File: src/rtl/mem_access_ctrl.sv
// ---------------------------------------------------------------------------
// mem_access_ctrl
//   Load/store unit front end. Accepts one load or store from the execute
//   stage, stalls the pipeline while a single data-memory request is in
//   flight, and returns an extended load result.
//
//   Parameter
//     TIMEOUT      max REQ cycles without mem_ready before a fault (2..255)
//
//   Ports
//     clk, rst     clock, synchronous active-high reset
//     ex_valid     execute-stage instruction valid
//     ex_load      load in execute
//     ex_store     store in execute
//     ex_fun3      funct3 of the execute-stage instruction
//     ex_addr      byte address from the ALU
//     ex_wdata     store data (rs2)
//     stall        freeze upstream pipeline registers
//     mem_req      data-memory request valid
//     mem_we       1 = write, 0 = read
//     mem_addr     word-aligned address
//     mem_be       byte enables (zero for loads)
//     mem_wdata    lane-replicated write data (zero for loads)
//     mem_ready    memory completes the request this cycle
//     mem_rdata    read word, valid with mem_ready
//     ld_data      extended load result, held until the next load completes
//     ld_valid     one-cycle pulse qualifying ld_data
//     access_fault one-cycle pulse: bad funct3, misaligned, load&store, timeout
// ---------------------------------------------------------------------------
module mem_access_ctrl #(
    parameter int TIMEOUT = 16
) (
    input  logic        clk,
    input  logic        rst,
    input  logic        ex_valid,
    input  logic        ex_load,
    input  logic        ex_store,
    input  logic [2:0]  ex_fun3,
    input  logic [31:0] ex_addr,
    input  logic [31:0] ex_wdata,
    output logic        stall,
    output logic        mem_req,
    output logic        mem_we,
    output logic [31:0] mem_addr,
    output logic [3:0]  mem_be,
    output logic [31:0] mem_wdata,
    input  logic        mem_ready,
    input  logic [31:0] mem_rdata,
    output logic [31:0] ld_data,
    output logic        ld_valid,
    output logic        access_fault
);

    typedef enum logic [1:0] {
        IDLE = 2'b00,
        REQ  = 2'b01,
        DONE = 2'b10
    } state_t;

    state_t      state;
    logic [7:0]  wait_cnt;
    logic [2:0]  fun3_q;
    logic [1:0]  off_q;      // byte offset, needed to pick the load lane

    logic        access, both, legal, misalign, accept, bad;
    logic [3:0]  be_nxt;
    logic [31:0] wdata_nxt;
    logic [7:0]  ld_byte;
    logic [15:0] ld_half;
    logic [31:0] ld_ext;

    // ---------------- execute-stage decode ----------------
    always_comb begin
        access = ex_valid & (ex_load ^ ex_store);
        both   = ex_valid & ex_load & ex_store;

        legal = 1'b0;
        if (ex_load) begin
            case (ex_fun3)
                3'b000, 3'b001, 3'b010, 3'b100, 3'b101: legal = 1'b1;
                default:                                 legal = 1'b0;
            endcase
        end else begin
            case (ex_fun3)
                3'b000, 3'b001, 3'b010: legal = 1'b1;
                default:                legal = 1'b0;
            endcase
        end

        // fun3[1:0] encodes the access size for every legal value
        case (ex_fun3[1:0])
            2'b01:   misalign = ex_addr[0];
            2'b10:   misalign = (ex_addr[1:0] != 2'b00);
            default: misalign = 1'b0;
        endcase

        accept = (state == IDLE) & access & legal & ~misalign;
        bad    = (state == IDLE) & (both | (access & (~legal | misalign)));

        // Write-side lanes only matter for stores; loads leave them at zero.
        be_nxt    = 4'b0000;
        wdata_nxt = 32'h0;
        if (ex_store) begin
            case (ex_fun3[1:0])
                2'b00: begin
                    be_nxt    = 4'b0001 << ex_addr[1:0];
                    wdata_nxt = {4{ex_wdata[7:0]}};
                end
                2'b01: begin
                    be_nxt    = 4'b0011 << {ex_addr[1], 1'b0};
                    wdata_nxt = {2{ex_wdata[15:0]}};
                end
                default: begin
                    be_nxt    = 4'b1111;
                    wdata_nxt = ex_wdata;
                end
            endcase
        end
    end

    // Stall rises combinationally on the accept cycle so the instruction
    // behind the access is frozen before the REQ state is even entered.
    assign stall = accept | (state == REQ);

    // ---------------- load extraction ----------------
    always_comb begin
        case (off_q)
            2'b00:   ld_byte = mem_rdata[7:0];
            2'b01:   ld_byte = mem_rdata[15:8];
            2'b10:   ld_byte = mem_rdata[23:16];
            default: ld_byte = mem_rdata[31:24];
        endcase
        ld_half = off_q[1] ? mem_rdata[31:16] : mem_rdata[15:0];
        case (fun3_q)
            3'b000:  ld_ext = {{24{ld_byte[7]}}, ld_byte};
            3'b001:  ld_ext = {{16{ld_half[15]}}, ld_half};
            3'b100:  ld_ext = {24'h0, ld_byte};
            3'b101:  ld_ext = {16'h0, ld_half};
            default: ld_ext = mem_rdata;
        endcase
    end

    // ---------------- FSM ----------------
    always_ff @(posedge clk) begin
        if (rst) begin
            state        <= IDLE;
            wait_cnt     <= 8'd0;
            fun3_q       <= 3'b000;
            off_q        <= 2'b00;
            mem_req      <= 1'b0;
            mem_we       <= 1'b0;
            mem_addr     <= 32'h0;
            mem_be       <= 4'b0000;
            mem_wdata    <= 32'h0;
            ld_data      <= 32'h0;
            ld_valid     <= 1'b0;
            access_fault <= 1'b0;
        end else begin
            ld_valid     <= 1'b0;
            access_fault <= 1'b0;
            case (state)
                IDLE: begin
                    if (accept) begin
                        state     <= REQ;
                        wait_cnt  <= 8'd0;
                        fun3_q    <= ex_fun3;
                        off_q     <= ex_addr[1:0];
                        mem_req   <= 1'b1;
                        mem_we    <= ex_store;
                        mem_addr  <= {ex_addr[31:2], 2'b00};
                        mem_be    <= be_nxt;
                        mem_wdata <= wdata_nxt;
                    end else if (bad) begin
                        access_fault <= 1'b1;
                    end
                end
                REQ: begin
                    if (mem_ready) begin
                        state   <= DONE;
                        mem_req <= 1'b0;
                        if (!mem_we) begin
                            ld_data  <= ld_ext;
                            ld_valid <= 1'b1;
                        end
                    end else if (wait_cnt == 8'(TIMEOUT - 1)) begin
                        state        <= DONE;
                        mem_req      <= 1'b0;
                        access_fault <= 1'b1;
                    end else begin
                        wait_cnt <= wait_cnt + 8'd1;
                    end
                end
                DONE: begin
                    // ex_* are ignored here: the stalled instruction is
                    // only now being released.
                    state <= IDLE;
                end
                default: begin
                    state   <= IDLE;
                    mem_req <= 1'b0;
                end
            endcase
        end
    end

endmodule

File: config.mk
export PLATFORM = sky130hd
export DESIGN_NAME = mem_access_ctrl
export DESIGN_NICKNAME = d
export VERILOG_FILES = /design/src/rtl/mem_access_ctrl.sv
export SDC_FILE = /design/constraint.sdc
export NUM_CORES = 1
export LEC_CHECK = 0
export CAP_MARGIN = 20
export CORE_ASPECT_RATIO = 0.9
export CORE_MARGIN = 2
export CORE_UTILIZATION = 40
export DETAILED_ROUTE_END_ITERATION = 12
export PLACE_DENSITY_LB_ADDON = 0.15
export SKIP_LAST_GASP = 1
export SYNTH_ARGS = -nofsm -noshare
export SYNTH_HDL_FRONTEND = slang
export SYNTH_SLANG_ARGS = --single-unit
File: constraint.sdc
create_clock -name clk -period 3.5 [get_ports clk]
set_input_delay 0.7 -clock clk [delete_from_list [all_inputs] [get_ports clk]]
set_output_delay 0.7 -clock clk [all_outputs]
set_load 0.01 [all_outputs]
==> results of run 1 <==
[cell type report]
class,instances,area [um^2]
Fill cell,1063,4690
Clock inverter,8,168
Inverter,7,26.3
Clock buffer,24,502
Multi-Input combinational cell,433,2540
Tap cell,164,205
Sequential cell,117,2340
Timing Repair Buffer,217,2160
[repair_timing]
item / CTS / global route
setup buffers: 0 / 0
endpoints found under the setup margin: 0 / 1
gates resized for setup: 0 / 1
[metal layers]
metal  vias to the layer above  track usage (%)  share of wire (%)
met5                         -                0                  0
met4                         0             7.05                2.0
met3                        23             9.22                7.6
met2                       174             38.1                 48
met1                      2417             26.9                 42
li1                       2486                -                  -
[cell usage in the layout (no fill, tap or decap), types with 5 or more instances in the layout]
cell / netlist / routed
nor3_1: 11 / 11
nor2_1: 40 / 40
buf_4: 8 / 10
a21oi_1: 66 / 66
nand2_1: 137 / 137
a22o_1: 13 / 13
bufinv_16: 0 / 5
nand3_1: 18 / 17
clkbuf_8: 0 / 5
clkbuf_16: 0 / 17
clkdlybuf4s50_1: 0 / 205
a22oi_1: 8 / 8
dfxtp_1: 117 / 117
a21boi_0: 7 / 7
a211oi_2: 11 / 11
o21ai_0: 14 / 14
o211ai_1: 15 / 15
inv_1: 7 / 7
a211oi_1: 21 / 21
nand3b_1: 8 / 8
mux2_2: 9 / 9
xnor2_1: 7 / 7
[state kept, by name, summed over array words and instances, names as in the netlist]
signal	count
ld_valid	1
off_q	2
wait_cnt	8
ld_data	32
mem_we	1
state	2
mem_be	4
mem_wdata	32
fun3_q	3
access_fault	1
mem_req	1
mem_addr	30
[power by group]
| part | leakage, uW | total, uW | internal [uW] | switching, uW |
|---|---|---|---|---|
| Clock | 0.000326 | 1940 | 1360 | 587 |
| Sequential | 0.000946 | 1400 | 1370 | 25.0 |
| Combinational | 0.00147 | 434 | 230 | 203 |
[per-stage QoR]
stage          setup slack (ns)  utilization, %  instances  hold WS (ns)
3_3_place_gp              0.144            57.5        938         0.440
3_5_place_dp             0.0465            57.5        938         0.446
4_1_cts                  0.0450            62.8        970         0.454
5_1_grt                   0.312            62.9        970         0.468
2_1_floorplan             0.537               -        606         0.460
6_report                  0.433            62.9        970         0.450
[worst min path at each step]
stage | startpoint | to
CTS | mem_addr[20]$_SDFFE_PP0P_ | mem_addr[20]$_SDFFE_PP0P_
global route | mem_addr[3]$_SDFFE_PP0P_ | mem_addr[3]$_SDFFE_PP0P_
global placement | mem_wdata[9]$_SDFFE_PP0P_ | mem_wdata[9]$_SDFFE_PP0P_
finish | mem_wdata[9]$_SDFFE_PP0P_ | mem_wdata[9]$_SDFFE_PP0P_
detailed placement | mem_addr[20]$_SDFFE_PP0P_ | mem_addr[20]$_SDFFE_PP0P_
floorplan | fun3_q[2]$_SDFFE_PP0P_ | fun3_q[2]$_SDFFE_PP0P_
[worst max-delay path, cell delays in order]
cell and delay, ns:
clkdlybuf4s50_1 0.51, inv_1 0.08, ha_1 0.23, o211ai_1 0.24, and4b_1 0.26, nand3_2 0.09
nand2_1 0.07, dlymetal6s2s_1 0.18
[kinds of logic (layout without fill, tap and decap cells)]
| kind of cell | Yosys count | count (layout) | synth area share (%) |
|---|---|---|---|
| other | 1 | 2 | 0.0729 |
| buffers and inverters | 56 | 256 | 5.42 |
| multiplexers | 15 | 15 | 3.40 |
| adder cells (fa/ha/maj) | 4 | 4 | 0.972 |
| XOR/XNOR | 8 | 8 | 1.36 |
| AND/OR/NAND/NOR | 237 | 237 | 21.0 |
| AO/OA/AOI/OAI | 167 | 167 | 22.3 |
| flip-flops | 117 | 117 | 45.5 |
==> summary.txt, run 1 <==
Status
  – Status: completed

Route
  – Initial DRC count: 312
  – Via-to-Cell Ratio: 5.26
  – Post-route ant nets: 0
  – # DRC: 0
  – Vias: 5100
  – Routed WL: 15800 um
  – Avg WL per Cell: 16.3 um
  – DRT Pass-1 Iters: 6

Synthesis
  – Cell with the most instances after synthesis: nand2_1
  – Syn. warnings: 0
  – Cell area after synthesis: about 5100 um^2
  – Syn_area_per_cell: 8.51 um^2
  – Distinct cells, synth: 53
  – Sequential area share after synthesis: 45.5%
  – Yosys reg bits: 117
  – EDFF count, synth: 0
  – Async S/R FF share, synth: 0%
  – Synth Flop Type: dfxtp_1
  – Synth top area share: 45.5%
  – Yosys top cell by area: dfxtp_1
  – Synth cell count leaders: nand2_1, dfxtp_1, a21oi_1
  – Post-Synthesis Cells: ~610
  – Top post-synthesis cells by area: dfxtp_1, nand2_1, a21oi_1

STA
  – Tmin final: 3.07 ns
  – RSZ-0062 raised after global routing: false
  – Final Hold Vio Count: 0
  – Final setup vio count: 0
  – Max-slew violation count: 0
  – Tcrit/Tclk final: roughly 88%
  – Slew @ Worst Pin: 0.881 ns
  – Clk_skew: 0.00777 ns
  – Max Freq: 326 MHz
  – Max_slew headroom: 41.2%
  – Post-Route Setup TNS: 0 ns

Clocking
  – Sink Count: approximately 120
  – Hold buffer count at cts: 0
  – Clock root buffer: clkbuf_16
  – Later-pin clock latency in the skew report: 0.41 ns
  – Clock buffer depth: 2
  – Clock slew at reported path FFs: approximately 0.05 ns
  – CTS H-tree depth: 4
  – CTS tree: yes
  – CTS buffer count: 17

Power and ir drop
  – PD cells: 475 nW/um^2
  – Leakage Power: about 0.0027 uW
  – Design Power: 3770 uW
  – Worst vdd rail ir drop: 0.309 mV

Flow run
  – Max Cap Viol: 0

Cells and area
  – Layout cell share with drive strength beyond 1: approximately a tenth
  – Cell area after layout: 7940 um^2
  – Final #Nets: around 900
  – Area growth syn-to-layout: 54.3%
  – Diode count: 0

Die
  – Die Wd: about 120 um
  – Core area: 12600 um^2
  – Vert. Die Dim: between 100 and 150 um
  – Die ar.: about 14000 um^2
  – Placement Rows: 39
  – Initial Util: 40.7%
  – I/O Pins: 210

Critical path
  – CP arrival: 2.37 ns
  – Crit path capture: stall
  – Req. time, crit path: 2.80 ns
  – R2R setup slack: 1.52 ns
  – R2R Path Start: off_q[1]$_SDFFE_PP0P_
  – Kind of critical path: in -> out
  – Launch point of the worst path: ex_fun3[0]
  – Crit Reg-Reg Endpoint: ld_data[17]$_SDFFE_PP0P_
  – Startpoint Class: input pin
  – Element type at the critical path end: primary output
  – Critical path peak fanout: 3
  – Worst r2r path cells: 6

GRT
  – Grt total ovfl: 0
  – Gr usage total: 22.9%
  – Pin count of the biggest net entering global routing: 59
  – Initial antenna violation count: 0
  – First-pass GRT wire length: between 20000 and 25000 um
  – Number of global-route vias before repair: roughly 5.0k

Worst hold path
  – Worst Hold Depth: 2
  – Min-delay worst type: reg -> reg

Place
  – PortBufs: 207
  – GP Congestion: between 0.8 and 0.9
  – DP Area: 7270 um^2
  – Dpl hpwl: 11300 um
(Power assumes the default switching activity.)
==> run 2, diff against run 1 <==
Settings changed: CORE_ASPECT_RATIO 0.9 to 1.25.
==> run 2 against run 1 <==
Sequential cell count unchanged. Wire length shrank 0.57%. Core utilization decreased by 0.51 points. Combinational power about the same. Register-to-register slack is essentially flat. Clock-buffer cell count down 2. Die area about the same. Largest power group unchanged. Final cell count increased by 0.31%. Final area shrank 1.1%. Clock skew rose by 0.00066 ns.
==> summary.txt, run 2 (same netlist as run 1, synthesis figures left out) <==
Die
  – Die Wd: 105 um
  – Vert. Die Dim: 131 um
  – Initial Util: roughly 41%
  – Placement Rows: 46
  – Die ar.: 13800 um^2
  – Core area: 12600 um^2
  – I/O Pins: 210

Route
  – M1 WL: 6170 um
  – # DRC: 0
  – Avg WL per Cell: 16.2 um
  – DRT Pass-1 Iters: 4
  – Post-route ant nets: 0
  – Initial DRC count: 227
  – Met2 wire length: 7910 um
  – Vias: 5056
  – Highest metal used: met5
  – Met3 wire len: 1250 um
  – Routed WL: 15700 um
  – Via-to-Cell Ratio: about 5.2

Power and ir drop
  – Combinational power share: 12.3%
  – Flop pwr share: 39.6%
  – Switching Fraction: 23.5%
  – Worst vdd rail ir drop: 0.308 mV
  – Clk pwr share: 48.1%
  – Internal power: 2700 uW
  – P_sw: 827 uW
  – PD cells: 448 nW/um^2
  – Leakage Power: 0.00269 uW

GRT
  – First-pass GRT wire length: 24600 um
  – Initial antenna violation count: 1
  – Number of global-route vias before repair: 5006
  – Gr usage total: 22.5%
  – Grt total ovfl: 0
  – Pin count of the biggest net entering global routing: 84

Clocking
  – Sink Count: 117
  – Clock buffer depth: 2
  – Later-pin clock latency in the skew report: 0.41 ns
  – CTS H-tree depth: 4
  – Clock root buffer: clkbuf_16
  – CTS buffer count: 17
  – Clock slew at reported path FFs: ~0.05 ns
  – Post-CTS setup buffer count: 0
  – CTS tree: yes

Critical path
  – Req. time, crit path: roughly 2.8 ns
  – Element type at the critical path end: primary output
  – CP arrival: 2.36 ns
  – R2R setup slack: 1.52 ns
  – Slowest-stage cell, CP: clkdlybuf4s50_1
  – CP cell instances: dlymetal6s2s_1 > inv_1 > ha_1 > o211ai_1 > and4b_1 > nand3_2 > nand2_1 > clkdlybuf4s50_1
  – Crit Reg-Reg Endpoint: ld_data[31]$_SDFFE_PP0P_
  – Worst r2r path cells: 5
  – Crit-path max cell delay: 0.53 ns
  – R2R Path Start: off_q[1]$_SDFFE_PP0P_
  – Kind of critical path: in -> out
  – Critical path peak fanout: 3
  – Startpoint Class: input pin

STA
  – Tcrit/Tclk final: just under 90%
  – Max_slew headroom: 39.1%
  – Final Hold Vio Count: 0
  – Final setup vio count: 0
  – Max-slew violation count: 0
  – Post-Route Setup TNS: 0 ns
  – Clk_skew: 0.00843 ns
  – RSZ-0062 raised after global routing: false
  – Tmin final: 3.06 ns
  – Max Freq: between 300 and 400 MHz
  – Slew @ Worst Pin: about 0.91 ns

Place
  – GP Congestion: 0.816
  – PortBufs: between 200 and 250
  – Dpl hpwl: 11200 um
  – DP Area: between 7000 and 8000 um^2

Worst hold path
  – Min-delay worst type: reg -> reg
  – Hold path startpoint: mem_wdata[25]$_SDFFE_PP0P_
  – Hold endpoint: mem_wdata[25]$_SDFFE_PP0P_
  – Worst Hold Depth: 2

Flow run
  – Max Cap Viol: 0

Cells and area
  – Final #Nets: about 900
  – Layout cell share with drive strength beyond 1: 9.32%
  – Cell area after layout: 7860 um^2
  – Most common cell after layout, fill and taps aside: clkdlybuf4s50_1
  – Biggest regs: ld_data x32, mem_wdata x32, mem_addr x30
  – Area growth syn-to-layout: 52.7%
  – Most frequent cells in the layout: clkdlybuf4s50_1, nand2_1, dfxtp_1
  – Fill cells: between 1k and 1.5k
  – Diode count: 0

Status
  – Status: completed
## run 2: cell count changes in the layout (fill, tap and decap cells not counted), sizes merged
cell,previous run,this run
clkinvlp,1,3
clkinv,2,4
clkdlybuf4s50,205,204
clkbuf,24,22
dlymetal6s2s,1,2
bufinv,5,2
## run 2: worst max-delay path by stage
stage               start    end  slack, ns
4_1_cts        ex_fun3[1]  stall       0.08
5_1_grt          ex_store  stall       0.32
3_5_place_dp   ex_fun3[0]  stall       0.08
3_3_place_gp   ex_fun3[0]  stall        0.1
2_1_floorplan  ex_fun3[1]  stall       0.54
6_report       ex_fun3[0]  stall       0.44
## run 2: area by class of cell
cell class | count | area (um^2) | share of cell area [%]
Sequential cell | 117 | 2340 | 29.8
Clock buffer | 22 | 474 | 6.03
Multi-Input combinational cell | 433 | 2540 | 32.3
Clock inverter | 9 | 103 | 1.31
Tap cell | 168 | 210 | 2.67
Timing Repair Buffer | 217 | 2160 | 27.5
Inverter | 7 | 26.3 | 0.334
## run 2: per-stage QoR
step                total power (uW)  util, %  std cells  setup slack, ns  hold WS, ns
floorplan                       1610        -        606            0.537        0.460
global placement                1850     57.7        942           0.0993        0.441
detailed placement              1850     57.7        942           0.0763        0.445
CTS                             3550     62.3        973           0.0756        0.452
global route                    3650     62.3        973            0.320        0.469
finish                          3520     62.3        973            0.440        0.447
## run 2: worst max-delay path, delay by kind of cell
family / cells / cell delay [ns]
buf+inv: 3 / 0.79
compound gates: 1 / 0.21
fa+ha+maj: 1 / 0.23
simple gates: 3 / 0.43
## run 2: per-layer routing
layer | vias to the layer above | GRT usage [%]
li1 | 2485 | -
met1 | 2342 | 24.2
met2 | 190 | 39.6
met3 | 37 | 8.38
met4 | 2 | 10.1
met5 | - | 0
## run 2: power by group through the flow
| stage | Sequential, uW | Combinational (uW) | Clock [uW] |
|---|---|---|---|
| floorplan | 1430 | 180 | 0 |
| global placement | 1420 | 424 | 0 |
| detailed placement | 1420 | 430 | 0 |
| CTS | 1390 | 433 | 1720 |
| global route | 1400 | 465 | 1780 |
| finish | 1390 | 432 | 1700 |
## run 2: what timing repair did
| item | CTS | global route |
|---|---|---|
| setup endpoints to repair | 0 | 1 |
| hold buffers | 0 | 0 |
| resized for setup | 0 | 2 |
| endpoints found under the hold margin | 0 | 0 |
==> run 3, diff against run 2 <==
Settings changed: CORE_MARGIN 2 to 5.
==> run 3 against run 2 <==
Critical path type unchanged. Hold slack gained 0.0019 ns. Clock-buffer cell count shrank 1. Non-clock buffer count grew 1. Final area is essentially flat. Largest cell class unchanged. Final cell count is the same. Clock power is essentially flat.
==> summary.txt, run 3 (same netlist as run 1, synthesis figures left out) <==
Status
  – Status: completed

Clocking
  – CTS tree: yes
  – Clock root buffer: clkbuf_16
  – CTS H-tree depth: 4
  – Hold buffer count at cts: 0
  – Later-pin clock latency in the skew report: 0.41 ns
  – Clock slew at reported path FFs: roughly 0.05 ns
  – Sink Count: about 120
  – CTS buffer count: 17
  – Clock buffer depth: 2

Cells and area
  – Layout cell share with drive strength beyond 1: a little under a tenth
  – Register area: 2340 um^2
  – Most common cell after layout, fill and taps aside: clkdlybuf4s50_1
  – Fin cells: a little under 1k
  – Final #Nets: 903
  – Diode count: 0
  – Footprint of the multi-input gates: about 2500 um^2
  – Biggest regs: ld_data x32, mem_wdata x32, mem_addr x30
  – Area growth syn-to-layout: 52.5%
  – Cell area after layout: 7850 um^2
  – Most frequent cells in the layout: clkdlybuf4s50_1, nand2_1, dfxtp_1
  – Fill cells: 1112

STA
  – Tmin final: 3.12 ns
  – RSZ-0062 raised after global routing: false
  – Max_slew headroom: a little under three fifths
  – Tcrit/Tclk final: 89.2%
  – Max Freq: 320 MHz
  – Clk_skew: 0.0144 ns
  – Max-slew violation count: 0
  – Final Hold Vio Count: 0
  – Final setup vio count: 0
  – Slew @ Worst Pin: 0.645 ns
  – Hold_ws: 0.449 ns
  – Post-Route Setup TNS: 0 ns

Place
  – PortBufs: 207
  – Dpl hpwl: 11900 um
  – GP Congestion: around 0.83
  – DP Area: 7260 um^2
  – Placed cell count: 942

Critical path
  – Kind of critical path: in -> out
  – CP arrival: 2.42 ns
  – Startpoint Class: input pin
  – Req. time, crit path: 2.80 ns
  – Crit Reg-Reg Endpoint: mem_wdata[28]$_SDFFE_PP0P_
  – R2R setup slack: 1.51 ns
  – Worst r2r path cells: 6
  – R2R Path Start: state[0]$_SDFFE_PP0P_
  – Element type at the critical path end: primary output
  – Critical path peak fanout: 7

Worst hold path
  – Hold path startpoint: mem_wdata[12]$_SDFFE_PP0P_
  – Hold endpoint: mem_wdata[12]$_SDFFE_PP0P_
  – Worst Hold Depth: 2
  – Min-delay worst type: reg -> reg

Die
  – Core area: roughly 13000 um^2
  – Die Wd: ~110 um
  – Die ar.: between 15000 and 20000 um^2
  – Vert. Die Dim: about 140 um
  – Initial Util: 40.7%
  – Placement Rows: 46
  – I/O Pins: 210

Route
  – Via-to-Cell Ratio: 5.17
  – DRT Pass-1 Iters: 5
  – # DRC: 0
  – Routed WL: 16200 um
  – Avg WL per Cell: 16.6 um
  – Post-route ant nets: 0
  – Initial DRC count: 224
  – Vias: 5026

GRT
  – Number of global-route vias before repair: 5216
  – Gr usage total: approximately a fifth
  – Initial antenna violation count: 1
  – First-pass GRT wire length: about 25000 um
  – Grt total ovfl: 0
  – Pin count of the biggest net entering global routing: 59

Power and ir drop
  – P_sw: 817 uW
  – Clk pwr share: 48.0%
  – Design Power: 3510 uW
  – PD cells: 447 nW/um^2
  – Leakage Power: around 0.0027 uW
  – Worst vdd rail ir drop: 0.272 mV
  – Flop pwr share: 39.8%
  – Internal power: 2690 uW
  – Combinational power share: ~12%
  – Switching Fraction: 23.3%

Flow run
  – Max Cap Viol: 0
## run 3: changes by cell type in the layout (fill, tap and decap cells not counted)
cell,change
buf_4,+2
buf_12,-1
clkbuf_1,-1
clkinv_4,+1
clkinvlp_4,-1
## run 3: metal layers
| layer | share of wire (%) | up-vias | GRT usage, % |
|---|---|---|---|
| met2 | 52 | 165 | 37.1 |
| met5 | 0.080 | - | 0 |
| met3 | 8.0 | 29 | 8.93 |
| met1 | 38 | 2343 | 21.4 |
| met4 | 2.3 | 2 | 8.32 |
| li1 | - | 2487 | - |
## run 3: power groups by stage
| stage | Sequential [uW] | Clock, uW | Combinational (uW) |
|---|---|---|---|
| after global routing | 1400 | 1790 | 465 |
| after CTS | 1390 | 1720 | 433 |
| final | 1390 | 1680 | 430 |
| after global placement | 1420 | 0 | 426 |
| after detailed placement | 1420 | 0 | 431 |
| after floorplan | 1430 | 0 | 180 |
## run 3: cell type report
cell class / instances / area share, %
repair buffers: 218 / 27.5
clock inverters: 9 / 1.32
well taps: 168 / 2.68
inverters: 7 / 0.335
flip-flops and latches: 117 / 29.8
clock buffers: 21 / 5.99
multi-input cells: 433 / 32.4
## run 3: metrics by stage
step	util, %	setup WS [ns]
2_1_floorplan	-	0.537
4_1_cts	61.9	0.0366
6_report	62.0	0.377
3_3_place_gp	57.4	0.0875
5_1_grt	62.0	0.273
3_5_place_dp	57.4	0.0417
## run 3: timing repair
item                                    4_1_cts  5_1_grt
hold endpoints to repair                      0        0
resized for setup                             0        2
endpoints found under the setup margin        0        1
setup buffers                                 0        1
## run 3: worst max-delay path, stage by stage
cell and delay [ns]:
clkdlybuf4s50_1 0.56, xnor2_1 0.20, a21oi_1 0.22, nand3_2 0.11, nand2_1 0.09, clkdlybuf4s50_1 0.54
## run 3: worst max-delay path by stage
stage,start,endpoint,cells after the start,slack (ns)
6_report,ex_store,stall,6,0.38
3_5_place_dp,ex_fun3[0],stall,8,0.04
4_1_cts,ex_fun3[0],stall,8,0.04
2_1_floorplan,ex_fun3[1],stall,9,0.54
5_1_grt,ex_store,stall,6,0.27
3_3_place_gp,ex_fun3[0],stall,8,0.09
